[src/rtl/adc_frame_reader.sv]
// adc_frame_reader
//   Gates the power-up delay (dly_en / delay_done), then reads back-to-back serial
//   frames from the ADC over adc_cs_n / adc_sclk / adc_sdo, MSB first. Each frame
//   yields one sample, published as a single-cycle sample_valid pulse.
//
//   Ports
//     clk, rst_l      system clock, asynchronous active-low reset
//     start           level; conversions run continuously while high
//     dly_en          enable to the power-up delay timer
//     delay_done      power-up delay elapsed
//     adc_cs_n        ADC chip select (active low)
//     adc_sclk        ADC serial clock (idles high)
//     adc_sdo         ADC serial data, launched by the ADC on the SCLK falling edge
//     sample_data     last sample, held until the next sample_valid
//     sample_valid    one-cycle pulse; sample_data updates in the same cycle
//     busy            high in every state except IDLE
//
//   state    | meaning
//   ---------+-----------------------------------------------------------------
//   IDLE     | nothing running, delay timer disabled
//   WAIT_DLY | delay timer enabled, waiting for delay_done
//   CS_SETUP | adc_cs_n low, adc_sclk high, SCLK_DIV cycles of setup
//   SHIFT    | FRAME_BITS SCLK periods (low phase, then high phase)
//   DONE     | adc_cs_n high, sample published (first gap cycle)
//   GAP      | remaining CS_GAP-1 cycles of adc_cs_n high time

module adc_frame_reader #(
   parameter int SCLK_DIV   = 4,
   parameter int FRAME_BITS = 16,
   parameter int DATA_BITS  = 12,
   parameter int CS_GAP     = 2
) (
   input  logic                 clk,
   input  logic                 rst_l,
   input  logic                 start,
   output logic                 dly_en,
   input  logic                 delay_done,
   output logic                 adc_cs_n,
   output logic                 adc_sclk,
   input  logic                 adc_sdo,
   output logic [DATA_BITS-1:0] sample_data,
   output logic                 sample_valid,
   output logic                 busy
);

   localparam int DIV_W = (SCLK_DIV > 1)   ? $clog2(SCLK_DIV)   : 1;
   localparam int BIT_W = (FRAME_BITS > 1) ? $clog2(FRAME_BITS) : 1;
   localparam int GAP_W = (CS_GAP > 2)     ? $clog2(CS_GAP - 1) : 1;

   localparam logic [DIV_W-1:0] DIV_LOAD = DIV_W'(SCLK_DIV - 1);
   localparam logic [BIT_W-1:0] BIT_LOAD = BIT_W'(FRAME_BITS - 1);
   localparam logic [GAP_W-1:0] GAP_LOAD = (CS_GAP > 2) ? GAP_W'(CS_GAP - 2) : '0;

   typedef enum logic [2:0] {
      S_IDLE,
      S_WAIT_DLY,
      S_CS_SETUP,
      S_SHIFT,
      S_DONE,
      S_GAP
   } state_t;

   state_t               state;
   state_t               state_nxt;
   logic [DIV_W-1:0]     div_cnt;
   logic [BIT_W-1:0]     bit_cnt;
   logic [GAP_W-1:0]     gap_cnt;
   logic [DATA_BITS-1:0] shift_reg;
   logic                 div_tc;
   logic                 shift_en;
   logic                 bit_end;

   always_comb begin
      state_nxt = state;
      div_tc    = (div_cnt == '0);
      // rising SCLK edge is the end of a low phase; end of a high phase closes a bit
      shift_en  = (state == S_SHIFT) && div_tc && !adc_sclk;
      bit_end   = (state == S_SHIFT) && div_tc && adc_sclk;
      case (state)
         S_IDLE:     if (start) state_nxt = S_WAIT_DLY;
         S_WAIT_DLY: begin
            if (!start)          state_nxt = S_IDLE;
            else if (delay_done) state_nxt = S_CS_SETUP;
         end
         S_CS_SETUP: if (div_tc) state_nxt = S_SHIFT;
         S_SHIFT:    if (bit_end && (bit_cnt == '0)) state_nxt = S_DONE;
         S_DONE: begin
            if (CS_GAP == 1) state_nxt = start ? S_CS_SETUP : S_IDLE;
            else             state_nxt = S_GAP;
         end
         S_GAP:      if (gap_cnt == '0) state_nxt = start ? S_CS_SETUP : S_IDLE;
         default:    state_nxt = S_IDLE;
      endcase
   end

   // Outputs are registered from state_nxt so each one lines up with the state it describes.
   always_ff @(posedge clk or negedge rst_l) begin
      if (!rst_l) begin
         state        <= S_IDLE;
         div_cnt      <= '0;
         bit_cnt      <= '0;
         gap_cnt      <= '0;
         shift_reg    <= '0;
         dly_en       <= 1'b0;
         busy         <= 1'b0;
         adc_cs_n     <= 1'b1;
         adc_sclk     <= 1'b1;
         sample_data  <= '0;
         sample_valid <= 1'b0;
      end else begin
         state        <= state_nxt;
         dly_en       <= (state_nxt != S_IDLE);
         busy         <= (state_nxt != S_IDLE);
         adc_cs_n     <= !((state_nxt == S_CS_SETUP) || (state_nxt == S_SHIFT));
         sample_valid <= (state_nxt == S_DONE);
         if (state_nxt == S_DONE) sample_data <= shift_reg;

         // phase timer reloads on every state change and at every terminal count
         if ((state_nxt != state) || div_tc) div_cnt <= DIV_LOAD;
         else                                div_cnt <= div_cnt - DIV_W'(1);

         if (state_nxt == S_SHIFT) begin
            if (state != S_SHIFT) adc_sclk <= 1'b0;
            else if (div_tc)      adc_sclk <= ~adc_sclk;
         end else begin
            adc_sclk <= 1'b1;
         end

         if (state == S_CS_SETUP) bit_cnt <= BIT_LOAD;
         else if (bit_end)        bit_cnt <= bit_cnt - BIT_W'(1);

         // only the last DATA_BITS bits survive; leading frame bits fall off the top
         if (shift_en) shift_reg <= {shift_reg[DATA_BITS-2:0], adc_sdo};

         if (state != S_GAP)      gap_cnt <= GAP_LOAD;
         else if (gap_cnt != '0)  gap_cnt <= gap_cnt - GAP_W'(1);
      end
   end

endmodule
[config.mk]
export PLATFORM = sky130hd
export DESIGN_NAME = adc_frame_reader
export DESIGN_NICKNAME = d
export VERILOG_FILES = /design/src/rtl/adc_frame_reader.sv
export SDC_FILE = /design/constraint.sdc
export NUM_CORES = 1
export LEC_CHECK = 0
export ABC_AREA = 1
export BUFFER_PORTS_ARGS = -buffer_cell sky130_fd_sc_hd__buf_2
export CELL_PAD_IN_SITES_DETAIL_PLACEMENT = 0
export CELL_PAD_IN_SITES_GLOBAL_PLACEMENT = 1
export CORE_MARGIN = 2
export CORE_UTILIZATION = 46
export CTS_CLUSTER_SIZE = 20
export DETAILED_ROUTE_END_ITERATION = 16
export PLACE_DENSITY_LB_ADDON = 0.1
export RECOVER_POWER = 100
export SLEW_MARGIN = 25
export SYNTH_ARGS = -nofsm -noshare
export SYNTH_HDL_FRONTEND = slang
export SYNTH_SLANG_ARGS = --single-unit
[constraint.sdc]
create_clock -name clk -period 4 [get_ports clk]
set_input_delay 0.6 -clock clk [delete_from_list [all_inputs] [get_ports clk]]
set_output_delay 0.6 -clock clk [all_outputs]
set_load 0.01 [all_outputs]
## After elaboration in Yosys (flattened, before gate mapping)

Cells that the tools add are included.

- Bits in registers: 38
- Latch bits: 0
- Memory bits (writable): 0
- ROM bits: 0
- Input bits: 5
- Word-level logic and storage cells: 55
- Memories: 0

- Add/sub/neg operators: 3
- Multiply operators: 0
- Divide/modulo/power cells: 0
- Order comparisons: 0
- Equal/unequal tests: 12
- Shift-type cells: 0
- Muxes and demuxes: 16
- Bitwise operators: 1
- Reductions and logical operators: 13

Operators by type and width:

| operator | number |
|---|---|
| $mux W3 | 6 |
| $pmux W3 S6 | 1 |
| $eq A3 B2 Y1 const B | 4 |
| $eq A3 B3 Y1 const B | 3 |
| $mux W4 | 2 |
| $ne A3 B2 Y1 const B | 2 |
| $mux W1 | 5 |
| $logic_and A1 B1 Y1 | 4 |
| $logic_not A4 Y1 | 1 |
| $mux W2 | 2 |
| $sub A4 B1 Y4 const B | 1 |
| $eq A3 B1 Y1 const B | 1 |
| $logic_not A3 Y1 | 1 |
| $ne A3 B3 Y1 | 1 |
| $ne A3 B3 Y1 const B | 1 |
| $reduce_bool A3 Y1 | 1 |
| $logic_not A1 Y1 | 2 |
| $logic_not A2 Y1 | 1 |
| $logic_or A1 B1 Y1 | 2 |
| $reduce_bool A2 Y1 | 1 |
| $sub A2 B1 Y2 const B | 1 |
| $not A1 Y1 | 1 |
| $sub A1 B1 Y1 const B | 1 |

## Longest topological paths before layout

- Word-level depth: 9
- Depth in mapped cells: 9

## Worst setup path before layout

OpenSTA, ideal clock, no wires.

- Kind: reg2reg
- Start point: register bit_cnt[0]
- End point: register sample_data[1]
- Setup time: 0.121 ns
- Arrival: 1.237 ns
- Setup slack: 2.642 ns
- Cell stages (with the launch flop): 9
- Cells stage by stage: dfrtp_1 -> inv_1 -> ha_1 -> nand2_1 -> nor2_1 -> nand3_4 -> buf_2 -> nand2_1 -> o21ai_1

- Word-level cells in the longest chain between the ends: 5

RTL lines:

| item | RTL line | source |
|---|---|---|
| start: declaration | 66 | `logic [BIT_W-1:0] bit_cnt;` |
| start signal: assignment | 130 | `else if (bit_end) bit_cnt <= bit_cnt - BIT_W'(1);` |
| $logic_not A4 Y1 | 86 | `S_SHIFT: if (bit_end && (bit_cnt == '0)) state_nxt = S_DONE;` |
| $logic_and A1 B1 Y1 | 86 |  |
| $mux W3 | 86 |  |
| $pmux W3 S6 | 79 | `case (state)` |
| $eq A3 B3 Y1 | 116 | `if (state_nxt == S_DONE) sample_data <= shift_reg;` |
| end signal: assignment | 116 |  |
| end: declaration | 41 | `output logic [DATA_BITS-1:0] sample_data,` |

No other way between the ends.
A chain may end at the register's enable or synchronous reset.

## Worst setup path in the final report

- Start point: register div_cnt[0]
- End point: register div_cnt[0]

- Word-level cells in the longest chain between the ends: 9

RTL lines:

| item | RTL line | source |
|---|---|---|
| start: declaration | 65 | `logic [DIV_W-1:0] div_cnt;` |
| start signal: assignment | 120 | `else div_cnt <= div_cnt - DIV_W'(1);` |
| $logic_not A2 Y1 (*) | 75 | `div_tc = (div_cnt == '0);` |
| $logic_and A1 B1 Y1 (2 in a row) | 78 | `bit_end = (state == S_SHIFT) && div_tc && adc_sclk;` |
| $logic_and A1 B1 Y1 | 86 |  |
| $mux W3 | 86 |  |
| $pmux W3 S6 (*) | 79 |  |
| via state_nxt[0] | 64 | `state_t state_nxt;` |
| $ne A3 B3 Y1 (*) | 119 | `if ((state_nxt != state) \|\| div_tc) div_cnt <= DIV_LOAD;` |
| $logic_or A1 B1 Y1 (*) | 119 |  |
| $mux W2 (*) | 119 |  |

Mark *: on every way through the listed nets, which the timed path passes. The rest lies on a longest branch.

==> run_results.csv <==
group,metric,value,unit
status,status,"complete, but fails checks",
status,failed_checks,"max-capacitance violations, max-slew violations",
cts,cts.clk_slew.worst_paths,0.10,ns
cells_and_area,post-route-util,51.4,%
grt,grt_max_degree,38,
setup_path,worstPathMaxFanout,26,
sta,rsz0062_at_grt,"no",
sta,tightest_slew,1.88,ns
cts,cts_tree,"built",
die,floorplan.rows,21,
drt,wl_met2,1250,um
cells_and_area,fill_cells,348,
setup_path,path_delay_family,"simple AND/OR/NAND/NOR gates",
setup_path,critPathSlowestCell,"nand3_1",
power,p_total,0.832,mW
cts,cts_hold_buf,0,
grt,antenna_found_initial,0,
cells_and_area,layout_commonest_cell,"nand2_1",
drt,wl,2630,um
die,initial_utilization,47.7,%
synth,ys.warnings.count,0,
drt,routed_via_density,4.59,
synth,synth_seq_area_share,58.8,%
setup_path,crit_arrival,2.39,ns
cts,cts_resized,0,
cells_and_area,drive_gt1_share,6.81,%
die,io_pins,22,
synth,ys_types,23,
grt,grt_pass1_wl,4890,um
drt,wl_met1,1280,um
cells_and_area,layout_common_cells,"nand2_1 (37), dfrtp_1 (35), inv_1 (29)",
grt,grt-ovfl-total,0,
drt,top_layer_used,"met4",
die,die_x,62.6,um
setup_path,cp_num_buf_inv,2,
grt,grt_pass1_vias,1094,
placed_design,gp_congestion,0.873,
cts,clock_sinks,37,
drt,vias,1089,
drt,drt_iter0_markers,79,
worst_hold_path,hold_class,"reg -> reg",
cells_and_area,syn2layout_area_growth,7.84,%
setup_path,start_kind,"flop",
cts,cts_buffer_depth,2,
setup_path,worst_path_largest_cell_delay,0.65,ns
sta,drv_slew,38,
sta,period_share,54.6,%
die,die-area,3920,sq um
sta,fin_skew,0.00390,ns
sta,relSlewSlack,-25.5,%
cts,cts_inserted_buffers,5,
cts,cts_root_buf,"clkbuf_4",
cts,h-tree-depth,2,
drt,drc,0,
cts,clk_latency,0.32,ns
sta,timing.fmax,0.458,GHz
drt,wl_per_cell,11.1,um
cells_and_area,diodes,0,
synth,avgSynthCellArea,9.40,sq um
placed_design,dpl.hpwl,1830,um
synth,syn_area,1580,sq um
power,irDropWorstVdd,0.213,mV
power,p_leak,0.833,nW
die,fp.dieH,62.6,um
sta,hold_viol,0,
synth,syn_nets,176,
drt,wl_met3,77,um
cts,cts_setup_buffers,0,
synth,synth_cells,168,
placed_design,port-buffer-count,21,
sta,min_period,2.18,ns
sta,setup_viol,0,
power,pwr_density_cell,489,nW/um^2
cells_and_area,nets,199,
grt,grt_use_total,15.9,%
drt,drt-pass1-iter-count,4,
drt,drt.antenna.violating_nets,0,
run,maxCapViolations,1,
sta,fin_setup_tns,0,ns
die,core_area,3310,sq um
setup_path,crit_required,4.21,ns
synth,ys_seq_elements,37,
setup_path,critPathCaptureType,"flop",
setup_path,cp_cell_sequence,"inv_1 -> ha_1 -> inv_1 -> nor2_1 -> nand3_1 -> nand2_4 -> nand2_1 -> nand2_1 -> nand4_1",
setup_path,critical_path_class,"reg -> reg",
## worst paths after layout
kind	from	to	slack, ns	cells after the start
setup / recovery	div_cnt[0]	div_cnt[0]	1.82	9
hold / removal	shift_reg[11]	sample_data[11]	0.49	2
setup reg to reg	div_cnt[0]	div_cnt[0]	1.82	9
hold reg to reg	shift_reg[11]	sample_data[11]	0.49	2
max in group asynchronous	rst_l	sample_data[8]	2.14	1
min in group asynchronous	rst_l	bit_cnt[2]	0.78	1
## metrics by stage
stage	worst slack (ns)	std cells	hold slack [ns]	cell area [sq um]
3_3_place_gp	2.34	230	0.455	1700
5_1_grt	1.54	237	0.518	1700
2_1_floorplan	2.64	168	0.304	1580
4_1_cts	2.26	237	0.373	1760
3_5_place_dp	2.28	230	0.467	1700
6_report	1.82	237	0.487	1700
## metal layers
layer | up-vias | GRT usage [%]
met5 | - | 0
met4 | 0 | 6.39
met3 | 2 | 4.68
met2 | 15 | 27.2
met1 | 503 | 18.7
li1 | 569 | -
## kinds of logic after synthesis
group	share of synthesized area, %
AOI/OAI and AO/OA	10.1
adders and majority gates	2.38
buffers and inverters	9.43
DFF	58.8
and+or+nand+nor	19.3
## cell type report
cell class	count	area, sq um	area share, %
clock buffer	7	55.1	3.23
multi-input combinational	97	469	27.6
sequential	37	928	54.5
timing repair buffer	21	83.8	4.92
inverter	29	109	6.39
tap	46	57.6	3.38
## tightest hold or removal path, cell delays in order, from the launching register on
cell and delay [ns]:
dfrtp_1 0.36, nand2_1 0.05, nand2_1 0.05
## synthesized netlist by cell type
cell / count / area, sq um
a21oi_1: 4 / 20.0
buf_2: 2 / 10.0
buf_4: 1 / 7.51
buf_6: 2 / 22.5
dfrtp_1: 35 / 876
dfstp_2: 2 / 52.6
ha_1: 3 / 37.5
inv_1: 28 / 105
inv_2: 1 / 3.75
nand2_1: 35 / 131
nand2_2: 2 / 12.5
nand2_4: 1 / 11.3
nand3_1: 6 / 30.0
nand3_2: 1 / 10.0
nand3_4: 1 / 17.5
nand4_1: 6 / 37.5
nor2_1: 10 / 37.5
nor2_4: 1 / 11.3
nor3_1: 1 / 5.00
o211ai_1: 1 / 7.51
o21ai_0: 13 / 65.1
o21ai_1: 10 / 50.1
o21ai_2: 2 / 17.5
## power by group
group | switching, mW | leakage, nW | internal [mW]
logic | 0.117 | 0.331 | 0.0610
clock network | 0.112 | 0.0314 | 0.0831
registers | 0.0336 | 0.470 | 0.426
(Power assumes the default switching activity.)
